===== src/rtl/alu_if.sv =====
// alu_if: operand/opcode inputs and registered result/flag outputs of the execute-stage ALU.
interface alu_if #(parameter int W = 16);
    logic [W-1:0] in1, in2, result;
    logic [3:0] controlSignal;
    logic carry, zero, neg;
    modport master(output in1, in2, controlSignal, input result, carry, zero, neg);
    modport slave(input in1, in2, controlSignal, output result, carry, zero, neg);
endinterface


===== src/rtl/alu.sv =====
// alu: registered W-bit ALU whose carry/zero/neg condition codes are updated selectively per opcode.
module alu #(parameter int W = 16) (
    input logic clk,
    input logic rst,
    alu_if.slave io
);
    localparam int SW = $clog2(W);
    localparam logic [W:0] ONE = (W+1)'(1);
    logic [W-1:0] a, b, nr;
    logic [SW-1:0] s;
    logic [W:0] shl, shr;
    logic nc, zn;
    assign a = io.in1;
    assign b = io.in2;
    assign s = io.in2[SW-1:0];
    // shr carries A[s-1] into bit 0 by shifting a zero-padded copy
    assign shl = {1'b0, a} << s;
    assign shr = {a, 1'b0} >> s;
    always_comb begin
        nr = io.result;
        nc = io.carry;
        zn = 1'b1;
        case (io.controlSignal)
            4'd0: begin nr = a; zn = 1'b0; end
            4'd1: {nc, nr} = {1'b0, b} + ONE;
            4'd2: {nc, nr} = {1'b0, a} + ONE;
            4'd3: {nc, nr} = {1'b0, a} - ONE;
            4'd4: nr = ~a;
            4'd5: {nc, nr} = {1'b0, a} + {1'b0, b};
            4'd6: {nc, nr} = {1'b0, a} - {1'b0, b};
            4'd7: nr = a & b;
            4'd8: nr = a | b;
            4'd9: begin nc = 1'b1; zn = 1'b0; end
            4'd10: begin nc = 1'b0; zn = 1'b0; end
            4'd11: begin nr = shl[W-1:0]; nc = (s == '0) ? io.carry : shl[W]; end
            4'd12: begin nr = shr[W:1]; nc = (s == '0) ? io.carry : shr[0]; end
            4'd13: begin nr = b; zn = 1'b0; end
            default: zn = 1'b0;
        endcase
    end
    always_ff @(posedge clk) begin
        if (rst) begin
            io.result <= '0;
            io.carry <= 1'b0;
            io.zero <= 1'b0;
            io.neg <= 1'b0;
        end else begin
            io.result <= nr;
            io.carry <= nc;
            if (zn) begin
                io.zero <= (nr == '0);
                io.neg <= nr[W-1];
            end
        end
    end
endmodule


===== src/flat_wrapper.sv =====
// flat-port wrapper written by rule: the top's interface ports become plain ports
module alu_flat 
#(parameter int W = 16)
  (clk, rst, io_in1, io_in2, io_controlSignal, io_result, io_carry, io_zero, io_neg);
  alu_if #(.W(W)) io_i ();
  input logic clk;
  input logic rst;
  input wire logic [$bits(io_i.in1)-1:0] io_in1;
  input wire logic [$bits(io_i.in2)-1:0] io_in2;
  input wire logic [$bits(io_i.controlSignal)-1:0] io_controlSignal;
  output wire logic [$bits(io_i.result)-1:0] io_result;
  output wire logic [$bits(io_i.carry)-1:0] io_carry;
  output wire logic [$bits(io_i.zero)-1:0] io_zero;
  output wire logic [$bits(io_i.neg)-1:0] io_neg;
  assign io_i.in1 = io_in1;
  assign io_i.in2 = io_in2;
  assign io_i.controlSignal = io_controlSignal;
  assign io_result = io_i.result;
  assign io_carry = io_i.carry;
  assign io_zero = io_i.zero;
  assign io_neg = io_i.neg;
  alu #(.W(W)) u_core (.clk(clk), .rst(rst), .io(io_i));
endmodule

===== config.mk =====
export PLATFORM = sky130hd
export DESIGN_NAME = alu_flat
export DESIGN_NICKNAME = d
export VERILOG_FILES = /design/src/rtl/alu_if.sv /design/src/rtl/alu.sv /design/src/flat_wrapper.sv
export SDC_FILE = /design/constraint.sdc
export NUM_CORES = 1
export LEC_CHECK = 0
export CORE_ASPECT_RATIO = 1.4
export CORE_UTILIZATION = 35
export CTS_CLUSTER_SIZE = 30
export DETAILED_ROUTE_END_ITERATION = 6
export PLACE_DENSITY_LB_ADDON = 0.2
export SLEW_MARGIN = 20
export SYNTH_ARGS = -nofsm -noshare
export SYNTH_HDL_FRONTEND = slang
export SYNTH_SLANG_ARGS = --single-unit

===== constraint.sdc =====
create_clock -name clk -period 6.6 [get_ports clk]
set_input_delay 1.65 -clock clk [delete_from_list [all_inputs] [get_ports clk]]
set_output_delay 1.65 -clock clk [all_outputs]
set_load 0.03 [all_outputs]

Word-level counts from Yosys, hierarchy flattened
Cells that the tools add are included.

cells by class
  $add $sub $neg = 5
  bitwise gates (word level) = 3
  reductions and logical operators = 6
  eq/ne operators = 15
  shift-type cells = 2
  muxes and demuxes = 5

operators with widths
  kind                     number
  $pmux W16 S12            1
  $add A16 B1 Y17 const B  2
  $eq A4 B4 Y1 const B     6
  $add A16 B16 Y17         1
  $shl A16 B4 Y17          1
  $shr A17 B4 Y17          1
  $sub A16 B1 Y17 const B  1
  $sub A16 B16 Y17         1
  $and A16 B16 Y16         1
  $eq A4 B3 Y1 const B     4
  $logic_not A16 Y1        1
  $not A16 Y16             1
  $or A16 B16 Y16          1
  $reduce_or A10 Y1        1
  $pmux W1 S9              1
  $reduce_bool A9 Y1       1
  $eq A4 B2 Y1 const B     2
  $logic_not A4 Y1         2
  $eq A4 B1 Y1 const B     1
  $ne A2 B2 Y1 const B     2
  $mux W1                  3
  $reduce_and A3 Y1        1

storage, ports and cells
  flip-flop bits (word level) = 19
  output and inout port bits = 19

Depth between registers and ports, before layout
Gate-level depths: netlist of run 1.

  word-level depth = 3
  depth in mapped cells = 15

Worst setup path before layout of run 1
Ideal clock, no wire load.

  kind = input -> register
  start = in io_in2[2]
  end = reg u_core.io.zero
  data required time = 6.541 ns
  setup slack = 1.873 ns
  data arrival time = 4.668 ns
  path buffers = 4
  stages = 15
  cell sequence = buf_2 buf_2 inv_1 clkbuf_1 ha_1 clkbuf_1 nand3_1 o2111ai_1 a2111oi_0 or3_1 a21oi_1 o32a_1 nor4_1 nand4_1 nand2_1

on the way
  longest elaborated chain between the ends = 3

RTL lines
  element                                         line               RTL
  start, declared                                 flat_wrapper.sv:9  input wire logic [$bits(io_i.in2)-1:0] io_in2;
  $sub A16 B16 Y17, or another cell as far along  alu.sv:30          4'd6: {nc, nr} = {1'b0, a} - {1'b0, b};
  $pmux W16 S12 *                                 alu.sv:23          case (io.controlSignal)
  $logic_not A16 Y1 *                             alu.sv:51          io.zero <= (nr == '0);
  end signal, assigned                            alu.sv:51
  end, declared                                   alu_if.sv:7        modport slave(input in1, in2, controlSignal, output result, carry, zero, neg);

Mark *: on every way between the ends. The rest lies on a longest branch, timed or not.
A chain may end at the register's enable or synchronous reset.

Worst setup path in the final report of run 1
  start = in io_in1[0]
  end = reg u_core.io.zero

on the way
  longest elaborated chain between the ends = 3

RTL lines
  element                                         line               RTL
  start, declared                                 flat_wrapper.sv:8  input wire logic [$bits(io_i.in1)-1:0] io_in1;
  $sub A16 B16 Y17, or another cell as far along  alu.sv:30
  $pmux W16 S12 *                                 alu.sv:23
  $logic_not A16 Y1 *                             alu.sv:51

Marked as above.

==> impl_metrics.prom, run 1 <==
# TYPE chip_impl_metric gauge
chip_impl_metric{name="utilization",unit="%"} 40.0
chip_impl_metric{name="post_synthesis_mean_instance_area",unit="sq um"} 7.06
chip_impl_metric{name="post-synth-top-area-fraction",unit="%"} 9.85
chip_impl_metric{name="post_route_cells_drive_above_1_share",unit="%"} 9.29
chip_impl_metric{name="post-layout-total-power",unit="mW"} 0.851
chip_impl_metric{name="die_y",unit="um"} 168
chip_impl_metric{name="drt_wl_total",unit="mm"} 32.2
chip_impl_metric{name="ys_warn_count",unit=""} 0
chip_impl_metric{name="static-leakage-power",unit="nW"} 2.93
chip_impl_info{name="run_status",value="finished clean"} 1
chip_impl_metric{name="synthesized_nets",unit=""} 1065
chip_impl_info{name="combinational_family_with_the_most_area_after_synthesis",value="compound AO/OA/AOI/OAI gates"} 1
chip_impl_metric{name="core_footprint",unit="sq mm"} 0.0192
chip_impl_metric{name="finalInstanceArea",unit="sq mm"} 0.00769
chip_impl_metric{name="synth-xor-area-share",unit="%"} 4.34
chip_impl_metric{name="first_pass_grt_wire_length",unit="mm"} 48.1
chip_impl_metric{name="std_cell_rows",unit=""} 60
chip_impl_metric{name="final_net_count",unit=""} 1075
chip_impl_metric{name="vdd_ir_drop_max",unit="V"} 0.000129
chip_impl_metric{name="yosys.cell_types.count",unit=""} 81
chip_impl_metric{name="grt.overflow.total",unit=""} 0
chip_impl_metric{name="clock_latency",unit="ns"} 0.27
chip_impl_metric{name="floorplan.initialDensity",unit="%"} 35.7
chip_impl_metric{name="fp.dieW",unit="um"} 120
chip_impl_metric{name="critical_path.max_fanout",unit=""} 14
chip_impl_metric{name="async_flop_share",unit="%"} 0
chip_impl_metric{name="fmax",unit="MHz"} 187
chip_impl_metric{name="cts-root-to-sink-buffers",unit=""} 2
chip_impl_metric{name="dp_hpwl",unit="mm"} 24.6
chip_impl_metric{name="numPortBuffers",unit=""} 56
chip_impl_metric{name="synth_area",unit="sq mm"} 0.00686
chip_impl_metric{name="critical-path-max-stage-delay",unit="ns"} 0.66
chip_impl_metric{name="antennaDiodeCount",unit=""} 0
chip_impl_info{name="worstSetupPathType",value="in2reg"} 1
chip_impl_metric{name="ctsResizeCount",unit=""} 0
chip_impl_metric{name="worst_case_clock_skew",unit="ns"} 0.00192
chip_impl_info{name="timing.critical_path.to_type",value="flip-flop"} 1
chip_impl_metric{name="antenna_violating_nets_post_route",unit=""} 0
chip_impl_metric{name="area_growth_syn_to_layout",unit="%"} 12.1
chip_impl_metric{name="finalCriticalPeriod",unit="ns"} 5.35
chip_impl_metric{name="crit_required",unit="ns"} 6.81
chip_impl_metric{name="gr-usage-all-layers",unit="%"} 31.4
chip_impl_info{name="start_kind",value="input pin"} 1
chip_impl_metric{name="finalHoldViolCount",unit=""} 0
chip_impl_metric{name="drt_drc_violations_left",unit=""} 0
chip_impl_metric{name="synth-adder-area-share",unit="%"} 10.4
chip_impl_metric{name="slew_headroom",unit="%"} 18.8
chip_impl_info{name="path_delay_family",value="compound AO/OA/AOI/OAI gates"} 1
chip_impl_info{name="cp_cell_sequence",value="clkdlybuf4s50_1 -> ha_1 -> fa_1 -> a211oi_1 -> nor3_1 -> o221a_2 -> a2111oi_0 -> a41o_1 -> o211ai_1 -> and4b_1 -> nand4_1 -> nand2_1"} 1
chip_impl_metric{name="synth-edff-count",unit=""} 0
chip_impl_metric{name="dpl-instance-area",unit="sq mm"} 0.00760
chip_impl_info{name="grt_setup_unrepaired",value="false"} 1
chip_impl_metric{name="worstMarginPinSlew",unit="ns"} 1.20
chip_impl_info{name="synth.area.top_cells",value="sky130_fd_sc_hd__ha_1, sky130_fd_sc_hd__dfxtp_1, sky130_fd_sc_hd__nor2_1"} 1
chip_impl_metric{name="place.gp.congestion",unit=""} 1.04
chip_impl_metric{name="viasPerCell",unit=""} 6.70
chip_impl_metric{name="cts_inserted_buffers",unit=""} 3
chip_impl_metric{name="placement.setup.worst_slack",unit="ns"} 0.919
chip_impl_metric{name="clock_sinks",unit=""} 19
chip_impl_metric{name="fin_crit_sh",unit="%"} 81.1
chip_impl_metric{name="drtPass1Iterations",unit=""} 6
chip_impl_metric{name="n_fill_cell",unit=""} 2122
chip_impl_info{name="dominantRegCellSynth",value="sky130_fd_sc_hd__dfxtp_1"} 1
chip_impl_info{name="synth_largest_area_cell",value="sky130_fd_sc_hd__ha_1"} 1
chip_impl_metric{name="clock_tree.htree_level_count",unit=""} 1
chip_impl_metric{name="pin_count_of_the_biggest_net_entering_global_routing",unit=""} 48
chip_impl_metric{name="netlist_instances",unit=""} 971
chip_impl_metric{name="final-setup-viol-count",unit=""} 0
chip_impl_metric{name="synth.area.mux_share",unit="%"} 12.6
chip_impl_metric{name="route.detailed.wl_per_inst",unit="um"} 26.2
chip_impl_metric{name="critical_path.n_buffers_inverters",unit=""} 1
chip_impl_metric{name="ios",unit=""} 57
chip_impl_metric{name="seq_area_frac_synth",unit="%"} 5.55
chip_impl_metric{name="number_of_setup_buffers_added_after_cts",unit=""} 0
chip_impl_info{name="post-synth-top-count-cell",value="sky130_fd_sc_hd__nor2_1"} 1
chip_impl_metric{name="ys_seq_elements",unit=""} 19
chip_impl_info{name="hold_path.class",value="reg2reg"} 1
chip_impl_metric{name="die_area",unit="sq mm"} 0.0202
chip_impl_metric{name="number_of_antenna_violations_at_the_first_check_in_global_routing",unit=""} 0
chip_impl_metric{name="maxCapViolCount",unit=""} 0
chip_impl_metric{name="power.density",unit="mW/mm^2"} 111
chip_impl_info{name="netlist_top_cells_count",value="sky130_fd_sc_hd__nor2_1, sky130_fd_sc_hd__nand2_1, sky130_fd_sc_hd__a21oi_1"} 1
chip_impl_metric{name="compound_gate_fraction_of_synth_area",unit="%"} 32.0
chip_impl_metric{name="vias",unit=""} 8223
chip_impl_metric{name="final_critical_path_setup_slack",unit="ns"} 1.25
chip_impl_info{name="critPathSlowestCell",value="sky130_fd_sc_hd__clkdlybuf4s50_1"} 1
chip_impl_metric{name="cts_hold_buf",unit=""} 0
chip_impl_metric{name="simple_gate_share_of_the_synthesized_area",unit="%"} 27.2
chip_impl_info{name="tritoncts",value="built"} 1
chip_impl_metric{name="dr.first_iter.drc_count",unit=""} 949
chip_impl_metric{name="slew_violations",unit=""} 0
chip_impl_metric{name="cts.clk_slew.worst_paths",unit="ns"} 0.06
chip_impl_info{name="root_buffer",value="sky130_fd_sc_hd__clkbuf_16"} 1
chip_impl_metric{name="timing.setup.tns",unit="ns"} 0
chip_impl_metric{name="first_global_vias",unit=""} 7739
chip_impl_metric{name="worstPathArrival",unit="ns"} 5.56
worst register-to-register path: stages, from the launching register on:
cell and delay, ns:
sky130_fd_sc_hd__dfxtp_1 0.33, sky130_fd_sc_hd__nor2_1 0.07, sky130_fd_sc_hd__a41oi_1 0.31, sky130_fd_sc_hd__and4bb_1 0.29
sky130_fd_sc_hd__and4b_1 0.27, sky130_fd_sc_hd__nand4_1 0.10, sky130_fd_sc_hd__nand2_1 0.05
flip-flops by register name, indices dropped and copies added, names as in the netlist:
name,cells
u_core.io.carry,1
u_core.io.neg,1
u_core.io.result,16
u_core.io.zero,1
per-layer routing:
metal / vias up / global-route usage, % / routed length (um)
met4: 0 / 20.1 / 2080
met1: 3928 / 37.8 / 12700
met5: - / 0 / 0
met2: 471 / 52.1 / 15200
li1: 3715 / - / -
met3: 109 / 3.99 / 2170
final timing paths:
check,start,endpoint,slack [ns],cells after the start
hold / removal,u_core.io.zero,u_core.io.zero,0.49,2
setup reg to reg,u_core.io.result[4],u_core.io.zero,5.07,6
hold reg to reg,u_core.io.zero,u_core.io.zero,0.49,2
setup / recovery,io_in1[0],u_core.io.zero,1.25,12
layout make-up:
cell class	count	area [sq um]	area share [%]
clock buffers	3	75.1	0.977
clock inverters	1	5.00	0.0651
inverters	50	188	2.44
multi-input cells	818	5950	77.5
flip-flops and latches	19	380	4.95
well taps	248	310	4.04
repair buffers	89	773	10.1
power by group:
part           internal, mW  switching [mW]
registers             0.127         0.00673
logic                 0.216           0.367
clock network        0.0817          0.0530
per-stage QoR:
step / hold WS, ns / std cells
after floorplan: 0.596 / 971
after global placement: 0.482 / 1224
after detailed placement: 0.478 / 1224
after CTS: 0.488 / 1228
after global routing: 0.518 / 1228
final: 0.489 / 1228
cell usage in the layout (no fill, tap or decap), types with 14 or more instances in the layout:
cell and instances:
sky130_fd_sc_hd__nor2_1 87, sky130_fd_sc_hd__nand2_1 76, sky130_fd_sc_hd__a21oi_1 55, sky130_fd_sc_hd__ha_1 54, sky130_fd_sc_hd__clkdlybuf4s50_1 49, sky130_fd_sc_hd__inv_1 46
sky130_fd_sc_hd__o21ai_0 37, sky130_fd_sc_hd__nor3_1 36, sky130_fd_sc_hd__buf_4 33, sky130_fd_sc_hd__mux2i_1 30, sky130_fd_sc_hd__xnor2_1 28, sky130_fd_sc_hd__nand3_1 24
sky130_fd_sc_hd__nor2b_1 21, sky130_fd_sc_hd__dfxtp_1 19, sky130_fd_sc_hd__nand2b_1 18, sky130_fd_sc_hd__a22oi_1 18, sky130_fd_sc_hd__o22ai_1 17, sky130_fd_sc_hd__nand4_1 17
sky130_fd_sc_hd__a211oi_1 16, sky130_fd_sc_hd__nor4_1 15, sky130_fd_sc_hd__a21o_1 14
cell families after synthesis:
| logic type | count (synthesis) |
|---|---|
| and+or+nand+nor | 359 |
| AOI/OAI and AO/OA | 306 |
| buffers and inverters | 134 |
| xor gates and xnor gates | 34 |
| muxes | 63 |
| DFF | 19 |
| adders and majority gates | 56 |
No activity file was read; power rests on OpenSTA's default activity.
==> run 2: changes to the inputs <==
==> constraint.sdc (replaced) <==
create_clock -name clk -period 4.8 [get_ports clk]
set_input_delay 1.2 -clock clk [delete_from_list [all_inputs] [get_ports clk]]
set_output_delay 1.2 -clock clk [all_outputs]
set_load 0.03 [all_outputs]
==> impl_metrics.prom, run 2 (synthesized netlist as in run 1, its figures left out) <==
# TYPE chip_impl_metric gauge
chip_impl_info{name="run_status",value="finished clean"} 1
chip_impl_metric{name="post-layout-total-power",unit="mW"} 1.24
chip_impl_metric{name="cts_inserted_buffers",unit=""} 3
chip_impl_metric{name="static-leakage-power",unit="nW"} 3.28
chip_impl_metric{name="largest_register_ffs",unit=""} 16
chip_impl_metric{name="vias",unit=""} 8569
chip_impl_metric{name="worstRegToRegCells",unit=""} 6
chip_impl_info{name="start_kind",value="input pin"} 1
chip_impl_info{name="registers.top_by_ff_count",value="u_core.io.result"} 1
chip_impl_metric{name="route.detailed.wl_per_inst",unit="um"} 25.7
chip_impl_metric{name="power.density",unit="mW/mm^2"} 150
chip_impl_metric{name="timing.setup.tns",unit="ns"} 0
chip_impl_metric{name="area_growth_syn_to_layout",unit="%"} 20.3
chip_impl_info{name="grt_setup_unrepaired",value="false"} 1
chip_impl_metric{name="antenna_violating_nets_post_route",unit=""} 0
chip_impl_metric{name="place.gp.congestion",unit=""} 0.997
chip_impl_metric{name="critical_path.max_fanout",unit=""} 5
chip_impl_metric{name="cts_hold_buf",unit=""} 0
chip_impl_metric{name="maxCapViolCount",unit=""} 0
chip_impl_metric{name="final_critical_path_setup_slack",unit="ns"} 0.269
chip_impl_metric{name="std_cell_rows",unit=""} 60
chip_impl_metric{name="dp_hpwl",unit="mm"} 26.5
chip_impl_metric{name="dr.first_iter.drc_count",unit=""} 1000
chip_impl_metric{name="clkPwrFrac",unit="%"} 15.2
chip_impl_metric{name="cts.clk_slew.worst_paths",unit="ns"} 0.06
chip_impl_metric{name="fmax",unit="MHz"} 221
chip_impl_info{name="worst_r2r_startpoint",value="u_core.io.result[4]"} 1
chip_impl_info{name="worst_hold_launch",value="u_core.io.carry"} 1
chip_impl_metric{name="net-switching-power",unit="mW"} 0.604
chip_impl_info{name="cp_cell_sequence",value="clkdlybuf4s50_1 -> ha_1 -> fa_1 -> a211oi_1 -> nor3_1 -> o221a_2 -> a2111oi_0 -> a41o_1 -> o211ai_1 -> and4b_1 -> nand4_1 -> nand2_1"} 1
chip_impl_metric{name="finalHoldViolCount",unit=""} 0
chip_impl_metric{name="clock_tree.htree_level_count",unit=""} 1
chip_impl_info{name="hold_path.class",value="reg2reg"} 1
chip_impl_metric{name="number_of_setup_buffers_added_after_cts",unit=""} 0
chip_impl_metric{name="fin_crit_sh",unit="%"} 94.4
chip_impl_metric{name="grt.overflow.total",unit=""} 0
chip_impl_metric{name="drt_wl_total",unit="mm"} 33.4
chip_impl_metric{name="numPortBuffers",unit=""} 56
chip_impl_metric{name="die_area",unit="sq mm"} 0.0202
chip_impl_metric{name="die_y",unit="um"} 168
chip_impl_metric{name="core_footprint",unit="sq mm"} 0.0192
chip_impl_metric{name="instances_no_fill",unit=""} 1297
chip_impl_info{name="timing.critical_path.to_type",value="flip-flop"} 1
chip_impl_metric{name="vdd_ir_drop_max",unit="V"} 0.000197
chip_impl_metric{name="final_net_count",unit=""} 1144
chip_impl_metric{name="ios",unit=""} 57
chip_impl_metric{name="clock_latency",unit="ns"} 0.27
chip_impl_metric{name="placed_cells",unit=""} 1293
chip_impl_info{name="most-common-layout-cells",value="sky130_fd_sc_hd__buf_4, sky130_fd_sc_hd__nor2_1, sky130_fd_sc_hd__nand2_1, sky130_fd_sc_hd__a21oi_1, sky130_fd_sc_hd__ha_1"} 1
chip_impl_metric{name="switching_share",unit="%"} 48.9
chip_impl_info{name="r2r-end",value="u_core.io.zero"} 1
chip_impl_metric{name="drtPass1Iterations",unit=""} 6
chip_impl_metric{name="post_route_cells_drive_above_1_share",unit="%"} 15.2
chip_impl_metric{name="combinational_group_share_of_total_power",unit="%"} 69.9
chip_impl_metric{name="first_global_vias",unit=""} 8067
chip_impl_metric{name="placement.setup.worst_slack",unit="ns"} 0.125
chip_impl_info{name="worstSetupPathType",value="in2reg"} 1
chip_impl_info{name="layout_commonest_cell",value="sky130_fd_sc_hd__buf_4"} 1
chip_impl_metric{name="ctsResizeCount",unit=""} 0
chip_impl_metric{name="worstMarginPinSlew",unit="ns"} 0.881
chip_impl_metric{name="clock_sinks",unit=""} 19
chip_impl_metric{name="antennaDiodeCount",unit=""} 0
chip_impl_metric{name="crit_required",unit="ns"} 5.01
chip_impl_metric{name="pwr-share-seq",unit="%"} 14.9
chip_impl_info{name="root_buffer",value="sky130_fd_sc_hd__clkbuf_16"} 1
chip_impl_metric{name="worst_case_clock_skew",unit="ns"} 0.00187
chip_impl_metric{name="floorplan.initialDensity",unit="%"} 35.7
chip_impl_metric{name="slew_violations",unit=""} 0
chip_impl_metric{name="intPower",unit="mW"} 0.631
chip_impl_metric{name="worstPathArrival",unit="ns"} 4.75
chip_impl_metric{name="number_of_antenna_violations_at_the_first_check_in_global_routing",unit=""} 0
chip_impl_metric{name="gr-usage-all-layers",unit="%"} 32.8
chip_impl_info{name="worst_hold_path.endpoint",value="u_core.io.carry"} 1
chip_impl_metric{name="first_pass_grt_wire_length",unit="mm"} 50.2
chip_impl_metric{name="cts-root-to-sink-buffers",unit=""} 2
chip_impl_metric{name="slew_headroom",unit="%"} 40.5
chip_impl_metric{name="holdPathStages",unit=""} 2
chip_impl_metric{name="fp.dieW",unit="um"} 120
chip_impl_metric{name="pin_count_of_the_biggest_net_entering_global_routing",unit=""} 45
chip_impl_metric{name="drt_drc_violations_left",unit=""} 0
chip_impl_info{name="tritoncts",value="built"} 1
chip_impl_metric{name="viasPerCell",unit=""} 6.61
chip_impl_info{name="critPathSlowestCell",value="sky130_fd_sc_hd__a211oi_1"} 1
chip_impl_metric{name="critical-path-max-stage-delay",unit="ns"} 0.59
chip_impl_metric{name="final-setup-viol-count",unit=""} 0
chip_impl_metric{name="finalCriticalPeriod",unit="ns"} 4.53
chip_impl_metric{name="timing.reg2reg.setup_slack",unit="ns"} 3.29
-- run 2: per-layer routing --
metal	share of wire, %	wire (um)	vias up	global-route usage [%]
met4	7.3	2430	0	21.6
met1	39	12900	4109	40.0
li1	-	-	3863	-
met3	7.1	2370	124	3.81
met2	47	15600	473	54.0
met5	0	0	-	0
-- run 2: through the flow --
step	hold slack [ns]	area, sq um	utilization [%]
CTS	0.492	8250	42.9
detailed placement	0.479	8170	42.5
global placement	0.477	8170	42.5
finish	0.493	8250	42.9
floorplan	0.596	6860	-
global route	0.508	8250	42.9
-- run 2: layout make-up --
type | count | area, sq um
repair buffers | 158 | 1340
inverters | 50 | 188
fillers | 2111 | 11000
clock inverters | 1 | 5.00
flip-flops and latches | 19 | 380
well taps | 248 | 310
clock buffers | 3 | 75.1
multi-input cells | 818 | 5950
-- run 2: worst max-delay path, delay by kind of cell --
| family | cells | cell delay, ns |
|---|---|---|
| and+or+nand+nor | 4 | 0.65 |
| adders and majority gates | 2 | 0.71 |
| AOI/OAI and AO/OA | 5 | 1.74 |
| buffers and inverters | 1 | 0.45 |
-- run 2: worst max path at each step --
stage,endpoint,startpoint,depth (start not counted),slack [ns]
floorplan,u_core.io.zero,io_in2[2],15,0.52
CTS,u_core.io.zero,io_in1[0],12,0.39
global placement,u_core.io.zero,io_in1[0],12,0.13
detailed placement,u_core.io.zero,io_in1[0],12,0.12
global route,u_core.io.zero,io_in1[0],12,0.16
finish,u_core.io.zero,io_in1[0],12,0.27
-- run 2: power groups by stage --
stage	Combinational [mW]	Sequential (mW)	Clock (mW)
after floorplan	0.475	0.219	0
after global placement	0.842	0.187	0
after detailed placement	0.838	0.187	0
after CTS	0.843	0.184	0.195
after global routing	0.916	0.186	0.197
final	0.863	0.184	0.188
